<file path="config.mk">
export PLATFORM = sky130hd
export DESIGN_NAME = axi4_rd_arbiter
export DESIGN_NICKNAME = d
export VERILOG_FILES = /design/src/rtl/riscv_v_axi_pkg.sv /design/src/rtl/rr_prio_picker.sv /design/src/rtl/axi4_rd_arbiter.sv
export SDC_FILE = /design/constraint.sdc
export NUM_CORES = 1
export LEC_CHECK = 0
export CORE_MARGIN = 8
export CORE_UTILIZATION = 30
export CTS_CLUSTER_SIZE = 12
export DETAILED_ROUTE_END_ITERATION = 8
export DONT_BUFFER_PORTS = 1
export HOLD_SLACK_MARGIN = 0.15
export SLEW_MARGIN = 20
export SYNTH_ARGS = -nofsm -noshare
export SYNTH_HDL_FRONTEND = slang
export SYNTH_SLANG_ARGS = --single-unit
</file>
<file path="constraint.sdc">
create_clock -name clk -period 4.43 [get_ports clk]
set_input_delay 0.443 -clock clk [delete_from_list [all_inputs] [get_ports clk]]
set_output_delay 0.443 -clock clk [all_outputs]
set_load 0.03 [all_outputs]
</file>
<file path="src/rtl/riscv_v_axi_pkg.sv">
// Shared AXI definitions for the vector core's external memory port arbiters.
// Contents:
//   rd_arb_state_t - read arbiter FSM states (IDLE, ADDR, DATA)
//   AXI_LEN_W      - width of the AXI4 burst length field (beats-1)
//   BEAT_CNT_W     - width of a beat counter able to hold a full 256-beat burst
//   BEAT_CNT_MAX   - saturation value of the beat counter
//   burst_beats()  - converts an AXI length field into a beat count
package riscv_v_axi_pkg;

    typedef enum logic [1:0] {
        IDLE = 2'd0,
        ADDR = 2'd1,
        DATA = 2'd2
    } rd_arb_state_t;

    localparam int AXI_LEN_W  = 8;
    localparam int BEAT_CNT_W = AXI_LEN_W + 1;

    localparam logic [BEAT_CNT_W-1:0] BEAT_CNT_MAX = '1;

    // AXI encodes a burst as beats-1; one extra bit keeps 256 representable.
    function automatic logic [BEAT_CNT_W-1:0] burst_beats(input logic [AXI_LEN_W-1:0] len);
        return {1'b0, len} + 1'b1;
    endfunction

endpackage

</file>
<file path="src/rtl/rr_prio_picker.sv">
// Round-robin priority picker, purely combinational.
// Scans req starting at rr_ptr and wrapping, so index rr_ptr has the highest
// priority. Shared between the read- and write-side arbiters.
// Ports:
//   req    - request vector
//   rr_ptr - index with the highest priority this cycle
//   grant  - one-hot grant (all zero when req is zero)
//   idx    - binary index of the granted bit (0 when req is zero)
module rr_prio_picker #(
    parameter  int N     = 4,
    localparam int IDX_W = (N > 1) ? $clog2(N) : 1
) (
    input  logic [N-1:0]     req,
    input  logic [IDX_W-1:0] rr_ptr,
    output logic [N-1:0]     grant,
    output logic [IDX_W-1:0] idx
);

    // Position of the k-th candidate after rr_ptr, modulo N (N need not be a
    // power of two, so the wrap is explicit).
    function automatic logic [IDX_W-1:0] rot_pos(input logic [IDX_W-1:0] base, input int k);
        int s;
        s = int'(base) + k;
        if (s >= N) begin
            s = s - N;
        end
        return IDX_W'(s);
    endfunction

    // Walk candidates from lowest to highest priority so the last match wins;
    // this avoids a separate "found" flag.
    always_comb begin
        grant = '0;
        idx   = '0;
        for (int k = N - 1; k >= 0; k--) begin
            if (req[rot_pos(rr_ptr, k)]) begin
                grant                 = '0;
                grant[rot_pos(rr_ptr, k)] = 1'b1;
                idx                   = rot_pos(rr_ptr, k);
            end
        end
    end

endmodule

</file>
<file path="src/rtl/axi4_rd_arbiter.sv">
// Round-robin arbiter sharing one AXI4 read channel pair (AR + R) between
// N_REQ requesters, with a single outstanding burst.
// Ports:
//   clk, rst                  - clock, synchronous active-high reset
//   req_valid/ready/addr/len  - per-requester burst requests (packed slices)
//   rsp_valid/ready           - per-requester R beat handshake, only the
//                               granted requester is ever addressed
//   rsp_data, rsp_last        - shared R beat payload
//   m_axi_ar*, m_axi_r*       - AXI4 master read address / data channels
//   busy                      - a burst is being issued or transferred
//   len_err                   - sticky: a burst's beat count disagreed with arlen
module axi4_rd_arbiter
    import riscv_v_axi_pkg::*;
#(
    parameter int N_REQ              = 4,
    parameter int C_M_AXI_ADDR_WIDTH = 32,
    parameter int C_M_AXI_DATA_WIDTH = 32
) (
    input  logic                              clk,
    input  logic                              rst,
    input  logic [N_REQ-1:0]                  req_valid,
    output logic [N_REQ-1:0]                  req_ready,
    input  logic [N_REQ*C_M_AXI_ADDR_WIDTH-1:0] req_addr,
    input  logic [N_REQ*AXI_LEN_W-1:0]        req_len,
    output logic [N_REQ-1:0]                  rsp_valid,
    input  logic [N_REQ-1:0]                  rsp_ready,
    output logic [C_M_AXI_DATA_WIDTH-1:0]     rsp_data,
    output logic                              rsp_last,
    output logic                              m_axi_arvalid,
    input  logic                              m_axi_arready,
    output logic [C_M_AXI_ADDR_WIDTH-1:0]     m_axi_araddr,
    output logic [AXI_LEN_W-1:0]              m_axi_arlen,
    input  logic                              m_axi_rvalid,
    output logic                              m_axi_rready,
    input  logic [C_M_AXI_DATA_WIDTH-1:0]     m_axi_rdata,
    input  logic                              m_axi_rlast,
    output logic                              busy,
    output logic                              len_err
);

    localparam int IDX_W = (N_REQ > 1) ? $clog2(N_REQ) : 1;

    rd_arb_state_t state_q, state_d;

    logic [IDX_W-1:0]              rr_ptr_q;
    logic [IDX_W-1:0]              rr_ptr_next;
    logic [IDX_W-1:0]              winner_q;
    logic [C_M_AXI_ADDR_WIDTH-1:0] addr_q;
    logic [AXI_LEN_W-1:0]          len_q;
    logic [BEAT_CNT_W-1:0]         beat_cnt_q;
    logic [BEAT_CNT_W-1:0]         beat_cnt_inc;
    logic [BEAT_CNT_W-1:0]         exp_beats;
    logic                          len_err_q;

    logic [N_REQ-1:0] pick_grant;
    logic [IDX_W-1:0] pick_idx;
    logic             any_req;
    logic             r_hs;

    rr_prio_picker #(
        .N (N_REQ)
    ) u_picker (
        .req    (req_valid),
        .rr_ptr (rr_ptr_q),
        .grant  (pick_grant),
        .idx    (pick_idx)
    );

    assign any_req      = |req_valid;
    assign r_hs         = m_axi_rvalid && m_axi_rready;
    assign beat_cnt_inc = (beat_cnt_q == BEAT_CNT_MAX) ? beat_cnt_q : beat_cnt_q + 1'b1;
    assign exp_beats    = burst_beats(len_q);
    assign rr_ptr_next  = (winner_q == IDX_W'(N_REQ - 1)) ? '0 : winner_q + 1'b1;

    // Next-state and handshake outputs. The R path is a pure pass-through to
    // the winner; req_ready is held off during reset so no request is consumed
    // by a cycle whose latch is about to be discarded.
    always_comb begin
        state_d       = state_q;
        req_ready     = '0;
        m_axi_arvalid = 1'b0;
        m_axi_rready  = 1'b0;
        rsp_valid     = '0;
        rsp_data      = '0;
        rsp_last      = 1'b0;
        case (state_q)
            IDLE: begin
                if (any_req && !rst) begin
                    req_ready = pick_grant;
                    state_d   = ADDR;
                end
            end
            ADDR: begin
                m_axi_arvalid = 1'b1;
                if (m_axi_arready) begin
                    state_d = DATA;
                end
            end
            DATA: begin
                rsp_valid[winner_q] = m_axi_rvalid;
                m_axi_rready        = rsp_ready[winner_q];
                rsp_data            = m_axi_rdata;
                rsp_last            = m_axi_rlast;
                if (r_hs && m_axi_rlast) begin
                    state_d = IDLE;
                end
            end
            default: begin
                state_d = IDLE;
            end
        endcase
    end

    // State, burst latches and beat accounting. rlast alone ends a burst; the
    // counter only feeds the length check, flagging both early and missing rlast.
    always_ff @(posedge clk) begin
        if (rst) begin
            state_q    <= IDLE;
            rr_ptr_q   <= '0;
            winner_q   <= '0;
            addr_q     <= '0;
            len_q      <= '0;
            beat_cnt_q <= '0;
            len_err_q  <= 1'b0;
        end else begin
            state_q <= state_d;
            case (state_q)
                IDLE: begin
                    if (any_req) begin
                        winner_q <= pick_idx;
                        addr_q   <= req_addr[int'(pick_idx) * C_M_AXI_ADDR_WIDTH +: C_M_AXI_ADDR_WIDTH];
                        len_q    <= req_len[int'(pick_idx) * AXI_LEN_W +: AXI_LEN_W];
                    end
                end
                ADDR: begin
                    if (m_axi_arready) begin
                        beat_cnt_q <= '0;
                    end
                end
                DATA: begin
                    if (r_hs) begin
                        beat_cnt_q <= beat_cnt_inc;
                        if (m_axi_rlast) begin
                            if (beat_cnt_inc != exp_beats) begin
                                len_err_q <= 1'b1;
                            end
                            rr_ptr_q <= rr_ptr_next;
                        end else if (beat_cnt_inc >= exp_beats) begin
                            len_err_q <= 1'b1;
                        end
                    end
                end
                default: begin
                end
            endcase
        end
    end

    assign m_axi_araddr = addr_q;
    assign m_axi_arlen  = len_q;
    assign busy         = (state_q != IDLE);
    assign len_err      = len_err_q;

endmodule
</file>
## After elaboration in Yosys (flattened, before gate mapping)

Index checks and enable logic that the tools add are counted.

- Register bits: 56
- RAM bits: 0
- Bits in latches: 0
- Bits in read-only memories: 0
- Word-level logic and storage cells: 123
- Memories kept: 0

- Bitwise operators: 1
- $add $sub $neg: 10
- Equal/unequal tests: 10
- Shifts and indexed selects: 2
- $mul: 0
- Order comparisons: 19
- Multiplexer cells: 55
- Reductions and logical operators: 19
- Div/mod/pow operators: 0

Operators by type and width:

| operator | count |
|---|---|
| $shiftx 128x8->32 | 1 |
| $mux 2 | 16 |
| $mux 32 | 1 |
| $shiftx 32x6->8 | 1 |
| $mux 4 | 7 |
| $lt 2x3->1 const B | 9 |
| $mux 9 | 3 |
| $pmux 9 s2 | 1 |
| $mux 1 | 16 |
| $bmux 1 s2 | 5 |
| $demux 1 s2 | 5 |
| $ge 2x1->1 const B | 5 |
| $add 8x1->9 const B | 1 |
| $add 9x1->9 const B | 1 |
| $eq 9x9->1 const B | 1 |
| $ge 3x3->1 const B | 3 |
| $ge 9x9->1 | 1 |
| $ne 9x9->1 | 1 |
| $reduce_and 3->1 | 3 |
| $logic_and 1x1->1 | 8 |
| $ne 2x2->1 const B | 4 |
| $sub 2x1->2 const B | 4 |
| $add 2x2->3 const B | 2 |
| $pmux 2 s3 | 1 |
| 13 further kinds | 16 |

## Depth between registers and ports, before layout

- Word-level depth: 16
- Mapped depth: 14
- Mapped depth without buffers: 14

## Hierarchy

From an unflattened synthesis, not the netlist that was laid out.

- Cell total of the unflattened synthesis: 490
- Area total of the unflattened synthesis: 4,389.2 µm²

By module, submodules not included:

| module | instances | seq. area each (µm²) | cells each | area an instance (µm²) |
|---|---|---|---|---|
| axi4_rd_arbiter | 1 | 1,121.1 | 430 | 3,898.7 |
| rr_prio_picker | 1 | 0.0 | 60 | 490.5 |

## Least setup slack after synthesis

Ideal clock, no wire load.

- Kind: register -> output
- Start: reg rr_ptr_q[0]
- End: out req_ready[0]
- Required time: 3,987 ps
- Cell stages (with the launch flop): 11
- Setup slack: 1,457 ps
- Arrival: 2,530 ps
- Cell sequence: dfxtp_1 -> buf_6 -> inv_1 -> ha_1 -> clkbuf_1 -> mux2i_1 -> a211oi_1 -> a22oi_1 -> o21ai_0 -> mux2i_1 -> nor2_1

- Cells in the longest elaborated chain, start to end: 14
- Elaborated cells on any way between the ends: 53

RTL lines:

| element | RTL line | text |
|---|---|---|
| start: declaration | axi4_rd_arbiter.sv:45 | `logic [IDX_W-1:0] rr_ptr_q;` |
| start signal: assignment | axi4_rd_arbiter.sv:147 | `rr_ptr_q <= rr_ptr_next;` |
| $add 2x2->3 | rr_prio_picker.sv:23 | `s = int'(base) + k;` |
| $ge 3x3->1 / $sub 2x1->2 (equally long branches) | rr_prio_picker.sv:24, rr_prio_picker.sv:25 |  |
| $mux 2 | rr_prio_picker.sv:24 | `if (s >= N) begin` |
| $mux 2 | rr_prio_picker.sv:36 | `if (req[rot_pos(rr_ptr, k)]) begin` |
| $lt 2x3->1 (implied by the code) / $ge 2x1->1 (equally long branches) | rr_prio_picker.sv:38 | `grant[rot_pos(rr_ptr, k)] = 1'b1;` |
| $logic_and 1x1->1 (implied by the code) | rr_prio_picker.sv:38 |  |
| $mux 1 (implied by the code) | rr_prio_picker.sv:38 |  |
| $demux 1 s2 | - |  |
| $mux 4 (3 in series) | rr_prio_picker.sv:36 |  |
| $mux 4 (*) | rr_prio_picker.sv:36 |  |
| $mux 4 (*) | axi4_rd_arbiter.sv:88 | `if (any_req && !rst) begin` |
| $mux 4 (*) | axi4_rd_arbiter.sv:86 | `case (state_q)` |
| end: declaration | axi4_rd_arbiter.sv:22 | `output logic [N_REQ-1:0] req_ready,` |

Every way passes the cells marked *; elsewhere a longest branch is shown, timed or not. The select of a mux whose other input is x is not followed.

## Final worst setup path

- Start: reg rr_ptr_q[0]
- End: out req_ready[1]

The elaborated chain is that of the path after synthesis.

==> out/qor.csv <==
stage,metric,value,unit
logic_synthesis,Synth Instances,648,
drt,drt total wl,20500,microns
critical_path,end of the critical path,req_ready[1],
sta,Final setup viols,0,
pwr,clock share of power,0.296,
drt,routed vias/inst,6.12,
critical_path,"Critical Path, Cell by Cell",inv_1 > ha_1 > nor2b_1 > a211oi_1 > a211oi_1 > a22oi_1 > o21ai_0 > mux2i_1 > nor2_1,
sta,clock skew,0.00548,ns
drt,vias,5089,
layout,share of cells above drive strength 1,0.0741,
sta,Final period util,0.851,
clock_tree,post-cts resize count,0,
sta,unrepaired setup endpoints after global routing,false,
floorplanning,Initial Util,0.303,
logic_synthesis,dominant synthesized flop cell,dfxtp_1,
clock_tree,Worst-path clk slew,0.08,ns
min_path,Tightest Hold Check Type,input port to register,
critical_path,worst-path fanout max,44,
critical_path,r2r startpoint,rr_ptr_q[0],
critical_path,Critical Path RT,3.99,ns
logic_synthesis,Synth top area share,0.217,
floorplanning,DIE WIDTH,147,microns
critical_path,R2R Setup Slk,0.81,ns
clock_tree,worst-case clock buffer depth,2,
job,max cap viols,0,
grt,grt total ovfl,0,
place,RePlAce Congestion,0.866,
grt,vias in the first global route,4923,
layout,Area Growth Syn to Fin,4.70,%
critical_path,CP startpoint kind,register,
logic_synthesis,average size of a mapped cell,7.97,sq um
run_status,status,completed,
clock_tree,CTS tree,built,
critical_path,crit end category,primary output,
floorplanning,I/O pins,290,
pwr,Leak,0.00228,uW
layout,fillers,1815,
pwr,combinational share of power,0.250,
pwr,sw frac,0.387,
clock_tree,Hold Buf Count CTS,0,
layout,Layout Cells excl Fill,832,
grt,first-pass GRT wire length,30500,microns
logic_synthesis,sequential area share after synthesis,0.217,
critical_path,Critical Path AT,3.33,ns
logic_synthesis,number of flops mapped to enable cells by yosys,0,
grt,pin count of the biggest net entering global routing,74,
pwr,sequential power share,0.454,
logic_synthesis,number of synthesized register bits,56,
critical_path,Worst Setup SP,rr_ptr_q[0],
sta,Max-slew headroom,0.427,
clock_tree,CTS Buf Count,5,
pwr,Worst VDD drop,0.151,mV
layout,Layout Nets,834,
drt,Detail Route Antenna Nets,0,
floorplanning,Chip Height,147,microns
place,DP Cell Count,824,
logic_synthesis,asr flop ratio synth,0,
sta,Final Max Slew Viols,0,
sta,Max Fclk,265,MHz
clock_tree,clk sinks,56,
sta,Slew @ Worst Pin,0.860,ns
clock_tree,# Post-CTS Setup Buffers,0,
critical_path,RR Endpoint,m_axi_araddr[31],
place,Port Buffers,0,
logic_synthesis,Synth area leaders,"dfxtp_1 22%, o221ai_1 12%, mux2i_1 8.3%",
pwr,Sw Pwr,620,uW
grt,initial antenna violation count,0,
critical_path,Worst Reg-to-Reg Cells,8,
pwr,internal power,980,uW
critical_path,CP max-delay cell,dfxtp_4,
critical_path,CP dominant cell by count,a211oi_1,
critical_path,Crit Path Category,register to primary output,
clock_tree,clock root cell,clkbuf_16,
logic_synthesis,post-synth top area cell,dfxtp_1,
floorplanning,core area,17100,sq um
floorplanning,area of the die,21700,sq um
place,"Cell Area, Placed",5240,sq um
critical_path,max incr delay on CP,0.68,ns
logic_synthesis,"Distinct cells, synth",45,
drt,initial drt markers,272,
sta,min Tclk post-route,3.77,ns
logic_synthesis,Synthesized Nets,876,
clock_tree,clock latency on the worst-skew pair,0.30,ns
drt,per-cell routed wire length,24.6,microns
logic_synthesis,YS warnings,0,
floorplanning,row count,48,
logic_synthesis,Syn Std Cell Area,5170,sq um
drt,drt drc,0,
place,Post-DP HPWL,15400,microns
pwr,Power Density,296,nW/um^2
drt,drt first pass iters,5,
layout,cell area after layout,5410,sq um
grt,Total Routing Usage GR,0.177,
sta,final count of hold timing violations,0,
sta,setup TNS,0,ns
clock_tree,H-tree depth,2,
layout,diodes inserted,0,
==> cells in the final DEF (no fill, tap or decap), drive strengths merged, types with 17 or more instances in the layout <==
| cell | netlist | layout |
|---|---|---|
| nand2 | 94 | 94 |
| o221ai | 72 | 72 |
| dfxtp | 56 | 56 |
| a21oi | 55 | 55 |
| mux2i | 43 | 43 |
| a31oi | 36 | 36 |
| a211o | 36 | 36 |
| and2 | 35 | 35 |
| nand3 | 31 | 31 |
| ha | 23 | 23 |
| nor2 | 17 | 17 |
==> synthesized netlist by cell type, drive strengths merged, types with 5 or more instances <==
library cell,n
a211o,36
mux2,6
nand2,94
nor2b,6
dfxtp,56
a31oi,36
clkbuf,29
nand3,31
and3,8
o21ai,10
a21oi,55
ha,23
a211oi,5
a22oi,8
inv,9
o221ai,72
mux2i,43
buf,30
nor2,17
and2,35
xor2,8
==> power by group through the flow <==
| stage | Clock, uW | Sequential (uW) | Combinational (uW) |
|---|---|---|---|
| after floorplan | 0 | 710 | 342 |
| after global placement | 0 | 741 | 398 |
| after detailed placement | 0 | 741 | 404 |
| after CTS | 498 | 729 | 405 |
| after global routing | 514 | 736 | 441 |
| final | 474 | 726 | 400 |
==> state kept, by name (all words and copies together), names as in the netlist <==
name and cells:
state_q 2, rr_ptr_q 2, m_axi_arlen 8, len_err 1, beat_cnt_q 9, winner_q 2, m_axi_araddr 32
==> how the worst min path moves through the flow <==
stage | slack (ns) | depth (start not counted) | endpoint | startpoint
3_3_place_gp | 0.48 | 2 | beat_cnt_q[6] | beat_cnt_q[6]
3_5_place_dp | 0.49 | 2 | beat_cnt_q[7] | beat_cnt_q[7]
6_report | 0.20 | 1 | beat_cnt_q[5] | rst
5_1_grt | 0.18 | 1 | beat_cnt_q[5] | rst
4_1_cts | 0.18 | 1 | rr_ptr_q[0] | rst
2_1_floorplan | 0.47 | 2 | beat_cnt_q[6] | beat_cnt_q[6]
==> layer usage <==
layer / GRT usage / share of wire / wire length, microns
met1: 0.198 / 0.38 / 7720
met2: 0.304 / 0.49 / 10000
met3: 0.0778 / 0.13 / 2570
met4: 0.0347 / 0.010 / 206
met5: 0 / 0 / 0
==> cells by family after synthesis <==
family                   count (synthesis)  synth area share
multiplexers                            52             0.110
flip-flops                              56             0.217
buffers and inverters                   69            0.0738
XOR/XNOR                                12            0.0203
AND/OR/NAND/NOR                        202             0.185
adder cells (fa/ha/maj)                 23            0.0557
AO/OA/AOI/OAI                          234             0.339
==> cell type report <==
cell class,count,area [sq um],area share
tap,225,282,0.0520
multi-input combinational,523,3700,0.684
clock inverter,3,41.3,0.00763
sequential,56,1120,0.208
clock buffer,5,125,0.0231
timing repair buffer,10,100,0.0185
inverter,10,38.8,0.00717
==> through the flow <==
| stage | utilization | setup WS (ns) | hold WS, ns | power, uW |
|---|---|---|---|---|
| 5_1_grt | 0.317 | 0.406 | 0.185 | 1690 |
| 3_3_place_gp | 0.307 | 0.851 | 0.484 | 1140 |
| 4_1_cts | 0.317 | 0.627 | 0.183 | 1630 |
| 2_1_floorplan | - | 1.46 | 0.472 | 1050 |
| 3_5_place_dp | 0.307 | 0.822 | 0.489 | 1140 |
| 6_report | 0.317 | 0.658 | 0.202 | 1600 |
==> critical path: cells and delay by family, from the launching register on <==
kind	cells	cell delay, ns
AO/OA/AOI/OAI	4	0.85
flip-flops	1	0.68
AND/OR/NAND/NOR	2	0.60
adder cells (fa/ha/maj)	1	0.48
buffers and inverters	1	0.32
multiplexers	1	0.10
Power figures use the tool's default switching activity.
